### config.mk
export PLATFORM = sky130hd
export DESIGN_NAME = mem_access_unit
export DESIGN_NICKNAME = d
export VERILOG_FILES = /design/src/rtl/mem_access_unit.sv
export SDC_FILE = /design/constraint.sdc
export NUM_CORES = 1
export LEC_CHECK = 0
export CORE_ASPECT_RATIO = 1.75
export CORE_MARGIN = 10
export CORE_UTILIZATION = 46
export DETAILED_ROUTE_END_ITERATION = 6
export PLACE_DENSITY = 0.8
export SYNTH_ARGS = -nofsm -noshare
export SYNTH_HDL_FRONTEND = slang
export SYNTH_HIERARCHICAL = 1
export SYNTH_SLANG_ARGS = --single-unit
### constraint.sdc
create_clock -name clk -period 10 [get_ports clk]
set_input_delay 2 -clock clk [delete_from_list [all_inputs] [get_ports clk]]
set_output_delay 2 -clock clk [all_outputs]
set_load 0.03 [all_outputs]
### src/rtl/mem_access_unit.sv
// Load/store sequencer between execute and the data memory port: issues one
// word-aligned access at a time, builds store lanes, returns raw load words.

module mem_access_unit_lane #(
  parameter int LANE = 0
) (
  input  logic [1:0]  i_size,
  input  logic [1:0]  i_boff,
  input  logic [31:0] i_wdata,
  output logic        o_we,
  output logic [7:0]  o_byte
);
  localparam logic [1:0] L = 2'(LANE);

  // i_size is funct3[1:0]: 0 byte, 1 half, 2 word
  always_comb begin
    o_we   = 1'b0;
    o_byte = i_wdata[8*LANE +: 8];
    case (i_size)
      2'd0: begin
        o_we   = (i_boff == L);
        o_byte = i_wdata[7:0];
      end
      2'd1: begin
        o_we   = (i_boff[1] == L[1]);
        o_byte = i_wdata[8*(LANE%2) +: 8];
      end
      2'd2: begin
        o_we   = 1'b1;
        o_byte = i_wdata[8*LANE +: 8];
      end
      default: o_we = 1'b0;
    endcase
  end
endmodule

module mem_access_unit #(
  parameter int DWIDTH         = 32,
  parameter int TIMEOUT_CYCLES = 64,
  parameter int CW             = 7
) (
  input  logic                  clk,
  input  logic                  rst,
  input  logic                  req_valid,
  output logic                  req_ready,
  input  logic [DWIDTH-1:0]     req_inst,
  input  logic [DWIDTH-1:0]     req_addr,
  input  logic [DWIDTH-1:0]     req_wdata,
  output logic                  mem_req_valid,
  input  logic                  mem_req_ready,
  output logic [DWIDTH-1:0]     mem_addr,
  output logic [DWIDTH/8-1:0]   mem_we,
  output logic [DWIDTH-1:0]     mem_wdata,
  input  logic                  mem_resp_valid,
  input  logic [DWIDTH-1:0]     mem_resp_rdata,
  output logic                  ld_valid,
  output logic [DWIDTH-1:0]     ld_inst,
  output logic [DWIDTH-1:0]     ld_addr,
  output logic [DWIDTH-1:0]     ld_data,
  output logic                  st_done,
  output logic                  err_misaligned,
  output logic                  err_timeout
);
  localparam int NUM_LANES = DWIDTH / 8;
  localparam logic [6:0]    OPC_LOAD  = 7'b0000011;
  localparam logic [6:0]    OPC_STORE = 7'b0100011;
  localparam logic [CW-1:0] TO_LIM    = CW'(TIMEOUT_CYCLES);

  typedef enum logic [1:0] {S_IDLE, S_ISSUE, S_WAIT} state_t;

  state_t              r_state;
  logic [CW-1:0]       r_cnt;
  logic                r_is_load;
  logic [DWIDTH-1:0]   r_inst;
  logic [DWIDTH-1:0]   r_addr;

  logic [6:0]                    w_opc;
  logic [2:0]                    w_f3;
  logic                          w_is_load;
  logic                          w_is_store;
  logic                          w_misal;
  logic [CW-1:0]                 w_cnt_nxt;
  logic [NUM_LANES-1:0]          w_we;
  logic [NUM_LANES-1:0][7:0]     w_wdata;

  assign w_opc      = req_inst[6:0];
  assign w_f3       = req_inst[14:12];
  assign w_is_load  = (w_opc == OPC_LOAD);
  assign w_is_store = (w_opc == OPC_STORE);
  assign w_cnt_nxt  = r_cnt + 1'b1;
  assign req_ready  = (r_state == S_IDLE);

  // Unknown store widths are folded into the misaligned error class
  always_comb begin
    w_misal = 1'b0;
    if (w_is_load) begin
      case (w_f3)
        3'b001, 3'b101: w_misal = req_addr[0];
        3'b010:         w_misal = |req_addr[1:0];
        default:        w_misal = 1'b0;
      endcase
    end else if (w_is_store) begin
      case (w_f3)
        3'b000:  w_misal = 1'b0;
        3'b001:  w_misal = req_addr[0];
        3'b010:  w_misal = |req_addr[1:0];
        default: w_misal = 1'b1;
      endcase
    end
  end

  for (genvar g = 0; g < NUM_LANES; g++) begin : g_lane
    mem_access_unit_lane #(.LANE(g)) u_lane (
      .i_size  (w_f3[1:0]),
      .i_boff  (req_addr[1:0]),
      .i_wdata (req_wdata),
      .o_we    (w_we[g]),
      .o_byte  (w_wdata[g])
    );
  end

  always_ff @(posedge clk or posedge rst) begin
    if (rst) begin
      r_state        <= S_IDLE;
      r_cnt          <= '0;
      r_is_load      <= 1'b0;
      r_inst         <= '0;
      r_addr         <= '0;
      mem_req_valid  <= 1'b0;
      mem_addr       <= '0;
      mem_we         <= '0;
      mem_wdata      <= '0;
      ld_valid       <= 1'b0;
      ld_inst        <= '0;
      ld_addr        <= '0;
      ld_data        <= '0;
      st_done        <= 1'b0;
      err_misaligned <= 1'b0;
      err_timeout    <= 1'b0;
    end else begin
      ld_valid       <= 1'b0;
      st_done        <= 1'b0;
      err_misaligned <= 1'b0;
      err_timeout    <= 1'b0;
      case (r_state)
        S_IDLE: begin
          if (req_valid && (w_is_load || w_is_store)) begin
            if (w_misal) begin
              err_misaligned <= 1'b1;
            end else begin
              r_inst        <= req_inst;
              r_addr        <= req_addr;
              r_is_load     <= w_is_load;
              mem_req_valid <= 1'b1;
              mem_addr      <= {req_addr[DWIDTH-1:2], 2'b00};
              mem_we        <= w_is_store ? w_we : '0;
              mem_wdata     <= w_is_store ? w_wdata : '0;
              r_state       <= S_ISSUE;
            end
          end
        end
        S_ISSUE: begin
          if (mem_req_ready) begin
            mem_req_valid <= 1'b0;
            if (r_is_load) begin
              r_cnt   <= '0;
              r_state <= S_WAIT;
            end else begin
              st_done <= 1'b1;
              r_state <= S_IDLE;
            end
          end
        end
        S_WAIT: begin
          // A response on the final counted cycle still completes the load
          if (mem_resp_valid) begin
            ld_valid <= 1'b1;
            ld_data  <= mem_resp_rdata;
            ld_inst  <= r_inst;
            ld_addr  <= r_addr;
            r_state  <= S_IDLE;
          end else if (w_cnt_nxt == TO_LIM) begin
            err_timeout <= 1'b1;
            r_state     <= S_IDLE;
          end else begin
            r_cnt <= w_cnt_nxt;
          end
        end
        default: r_state <= S_IDLE;
      endcase
    end
  end
endmodule

**Word-level counts from Yosys, hierarchy flattened**

Cells that the tools add are included.

- Add/subtract/negate cells: 1
- Equal/unequal tests: 20
- Muxes and demuxes: 40
- Bitwise operators: 2
- Reduce and logical (&&, ||, !) cells: 16

Operators by type and width:

| operator | number |
|---|---|
| $mux 32 | 1 |
| $mux 7 | 4 |
| $mux 1 | 16 |
| $mux 8 | 2 |
| $pmux 8 s2 | 1 |
| $pmux 1 s3 | 5 |
| $pmux 7 s2 | 1 |
| $mux 2 | 6 |
| $ne 2x2->1 const B | 5 |
| $eq 2x2->1 const B | 4 |
| $reduce_and 4->1 | 2 |
| $add 7x1->7 const B | 1 |
| $eq 7x2->1 const B | 1 |
| $eq 7x6->1 const B | 1 |
| $eq 7x7->1 const B | 1 |
| $eq 2x1->1 const B | 3 |
| $logic_not 2->1 | 3 |
| $pmux 2 s3 | 1 |
| $reduce_or 2->1 | 3 |
| $reduce_and 5->1 | 1 |
| $mux 4 | 1 |
| $pmux 1 s2 | 2 |
| $reduce_bool 2->1 | 2 |
| $eq 3x1->1 const B | 1 |
| 10 further kinds | 11 |

- Bits in registers: 241
- Input port bits: 133
- Output and inout bits: 170
- Logic and storage cells: 95

**Longest topological paths before layout**

- Depth in word-level cells: 7
- Gate-level depth with buffers: 9
- Gate-level depth less buffers: 5

**Hierarchy**

The synthesis kept the hierarchy.

Modules (own cells, without submodules):

| module | instances | cells an instance | area each (um^2) | seq. area each (um^2) |
|---|---|---|---|---|
| mem_access_unit | 1 | 812 | 8,546.9 | 5,280.1 |
| mem_access_unit_lane (g_lane[3].u_lane) | 1 | 29 | 192.7 | 0.0 |
| mem_access_unit_lane (g_lane[2].u_lane) | 1 | 13 | 153.9 | 0.0 |
| mem_access_unit_lane (g_lane[1].u_lane) | 1 | 11 | 118.9 | 0.0 |
| mem_access_unit_lane (g_lane[0].u_lane) | 1 | 11 | 85.1 | 0.0 |

**Least setup slack after synthesis**

Ideal clock, no wire load.

- Path type: input to register
- Start point: input port req_inst[2]
- End point: register r_addr[15]
- Data arrival time: 3.432 ns
- Slack: 6.441 ns
- Stages on the path: 6
- Path buffers: 2
- Path through: nor4_2 nand3_1 nor4_2 buf_4 buf_6 mux2_1

- Word-level cells in the longest chain between the ends: 5

RTL lines:

| what | line | source |
|---|---|---|
| start, declared | 46 | `input logic [DWIDTH-1:0] req_inst,` |
| $eq 7x6->1 | 89 | `assign w_is_store = (w_opc == OPC_STORE);` |
| $mux 1 | 102 | `end else if (w_is_store) begin` |
| $mux 1 | 96 | `if (w_is_load) begin` |
| $not 1->1 (no line) | - |  |
| $reduce_and 3->1 (no line) (*) | - |  |
| end signal, assigned | 152 | `r_addr <= req_addr;` |
| end, declared | 75 | `logic [DWIDTH-1:0] r_addr;` |

Every way passes the cells marked *; elsewhere a longest branch is shown, timed or not.
A chain may end at the register's enable or synchronous reset.

**Worst setup path in the final report**

- Start point: input port req_inst[12]
- End point: register r_addr[5]

- Word-level cells in the longest chain between the ends: 6

RTL lines:

| what | line |
|---|---|
| $eq 3x2->1 (tied with other cells) | 97, 103 |
| $pmux 1 s3 / $reduce_or 2->1 (equally long branches) | 103, 97 |
| $mux 1 / $pmux 1 s2 (equally long branches) | 102, 97 |
| $mux 1 (*) | 96 |
| $not 1->1 (no line) (*) | - |
| $reduce_and 3->1 (no line) (*) | - |

Marked as above.

==> metrics.txt <==
post-CTS sizing 0; Avg Inst Size Synth 10.4 um2; H-tree depth 1; Yosys top cell by area dfrtp_1; largest net degree at the start of global routing 135; Worst Path Required 10.37 ns; XOR/XNOR Fraction of Synth Area 0; start of the worst register-to-register path r_state[1]; main area contributors after synthesis dfrtp_1, nand2_1, mux2i_1; drt first pass iters 6; global-route wire length before repair 39.6 mm; Post-route DRC 0; main combinational cell family by area after synthesis simple AND/OR/NAND/NOR gates; Die Ht 206 um; Layout Utilization 0.643; VDD IR max 0.000125 V; area share of the largest cell type after synthesis 0.580; row count 68; max_cap viols 0; Horiz. Die Dim 126 um; post-layout min period 4.50 ns; Area Growth Syn to Fin 38.2%; power share of the clock group 0.370; Skew-Pair Late Insertion Delay 0.49 ns; Placer Congestion 0.822; CP delay by family, top buffers and inverters; TritonCTS clock tree built; Hold/Removal Path Class register to register; internal power 1450 uW; layout cells sized above 1 0.0852; fraction of registers with async set/reset 1.00; final worst-path setup slack 5.50 ns; clk buf depth 3; setup violators final 0; placed wire-length estimate 18.3 mm; worst-path cell with the longest stage delay clkdlybuf4s50_1; Clock Skews 0.00932 ns; Clock transition at path regs 0.06 ns; Inserted Clock Buffers 21; DR vias 6880; footprint of the multi-input gates 0.00314 mm2; Setup CP Type input pin to register; switching share of power 0.257; PwrDens 155 mW/mm2; vias in the first global route 7215; TNS Setup 0 ns; die area 0.0260 mm2; Synth Instances 876; origin of the worst setup path req_inst[12]; crit path to r_addr[5]; clk sink count 211; Register Area 0.00528 mm2; Net Sw Power 502 uW; combinational share of power 0.153; CP bufs+invs 2; final wirelength 25.3 mm; Peak Freq 222 MHz; PortBufs 300; WL/cell 18.3 um; sequential share of power 0.477; placed inst area 0.0120 mm2; Distinct cells, synth 42; status complete, no violations; Via density 4.97; Worst Tran Pin Value 1.07 ns; crit-path cells clkdlybuf4s50_1, a21oi_1, nor2_1, nor4_4, buf_4, mux2_2; R2R Setup Slk 6.98 ns; Slowest Stage Delay on Critical Path 0.93 ns; Initial Util 0.465; Worst Path Arrival 4.87 ns; Filler cells 1580; Worst Path Max Fanout 54; crit start category input pin; Final Hold Fails 0; design area 0.0126 mm2; Max-slew headroom 0.287; WP depth 6; IO Pins 303; final slew viol count 0; r2r endpoint ld_addr[21]; R2R depth 7; clk root buf clkbuf_16; Synth Flop Type dfrtp_1; unrepaired setup endpoints after global routing false; DP Worst Slack 4.98 ns; GRT Overall Usage 0.187; Synth Area in Simple Gates 0.175; Post-CTS Setup Inserts 0; final layout net count 1259; post-synthesis compound-gate area fraction 0.0182; Core Area 0.0196 mm2; ANT nets after route 0; cts hold-fix bufs 0; DR iter-0 viols 454; Leak 0.00610 uW; post-synthesis sequential area ratio 0.580; Post-Syn Area 0.00910 mm2; Post-Synth Adder-Cell Area 0.00138; yosys warns 6; initial antenna violation count 1; final worst path period share 0.450; element type at the critical path end register; Post-synth EDFFs 0; GRT overflow 0; Synth Register Bits 211; mux share of post-synthesis cell area 0.149
## metal layers
layer  part of all wire  vias to the layer above  GRT usage
met5                  0                        -          0
met4              0.036                        0     0.0780
met3              0.076                       49     0.0549
met2               0.53                      236      0.338
met1               0.36                     3358      0.198
li1                   -                     3237          -
## area by class of cell
cell class              count  area share
diodes                      2    0.000398
clock buffers              30      0.0461
clock inverters             6     0.00318
inverters                  43      0.0134
multi-input cells         541       0.250
flip-flops and latches    211       0.420
well taps                 245      0.0244
repair buffers            307       0.243
## Yosys cell counts (all sizes together) (2+ instances only)
| library cell | number |
|---|---|
| a21oi | 8 |
| a31oi | 2 |
| buf | 59 |
| clkbuf | 23 |
| dfrtp | 211 |
| inv | 43 |
| mux2 | 75 |
| mux2i | 48 |
| nand2 | 340 |
| nand2b | 4 |
| nand3 | 3 |
| nand3b | 3 |
| nand4 | 2 |
| nand4bb | 2 |
| nor2 | 9 |
| nor2b | 6 |
| nor3 | 4 |
| nor3b | 3 |
| nor4 | 3 |
| o21ai | 11 |
| or2 | 4 |
## power groups by stage
stage | clock (uW) | sequential (uW) | combinational [uW]
floorplan | 0 | 990 | 116
global placement | 0 | 945 | 297
detailed placement | 0 | 946 | 302
CTS | 745 | 932 | 303
global route | 779 | 937 | 318
finish | 722 | 932 | 298
## cell families (layout without fill, tap and decap cells)
kind of cell    Yosys count  count (layout)
compound gates           28              28
fa+ha+maj                 1               1
buf+inv                 125             386
flops                   211             211
mux                     123             123
other cells               1               4
simple gates            387             387
## stage by stage
| step | cells | power, uW | hold WS, ns |
|---|---|---|---|
| after floorplan | 877 | 1110 | 0.431 |
| after global placement | 1347 | 1240 | 0.442 |
| after detailed placement | 1347 | 1250 | 0.441 |
| after CTS | 1383 | 1980 | 0.457 |
| after global routing | 1384 | 2030 | 0.484 |
| final | 1385 | 1950 | 0.457 |
## cells in the final DEF (no fill, tap or decap), drive strengths merged
cell type      synthesis  layout
or4b                   1       1
clkinv                 0       4
clkinvlp               0       1
o31ai                  1       1
mux2i                 48      48
o21ai                 11      11
nor2b                  6       6
inv                   43      44
and4                   1       1
nand4bb                2       2
a21o                   1       1
nand3b                 3       3
buf                   59       7
or3b                   1       1
o21bai                 1       1
nor4                   3       3
nor3b                  3       3
nand2b                 4       4
a211oi                 1       1
conb                   1       2
nand4b                 1       1
diode                  0       2
mux2                  75      75
dfrtp                211     211
nor3                   4       4
or2                    4       4
nor2                   9       9
clkbuf                23      30
ha                     1       1
nand4                  2       2
o41ai                  1       1
a31oi                  2       2
clkdlybuf4s50          0     300
a21oi                  8       8
nand3                  3       3
nand2                340     340
o21a                   1       1
o22ai                  1       1
## registers in the layout (all words and copies together) (netlist names), 2 cells and up
register	cells
ld_inst	32
r_cnt	7
mem_wdata	32
r_addr	32
r_state	2
r_inst	32
ld_addr	32
ld_data	32
mem_we	4
## worst min path at each step
stage                     startpoint     endpoint  slack, ns  depth (start not counted)
after detailed placement   r_inst[1]   ld_inst[1]       0.44                          2
after global placement    r_inst[15]  ld_inst[15]       0.44                          2
after floorplan            r_inst[2]   ld_inst[2]       0.43                          2
after global routing      r_inst[30]  ld_inst[30]       0.48                          2
after CTS                  r_inst[1]   ld_inst[1]       0.46                          2
final                      r_inst[1]   ld_inst[1]       0.46                          2
## worst reg2reg max path, stage by stage, from the launching register on
cell     delay [ns]
dfrtp_1        0.49
nand2_1        0.10
or2_4          0.10
buf_4          0.77
inv_2          0.68
buf_4          0.48
nand2_1        0.20
nand2_1        0.07
Note: power is estimated with default switching activity, not from simulation.
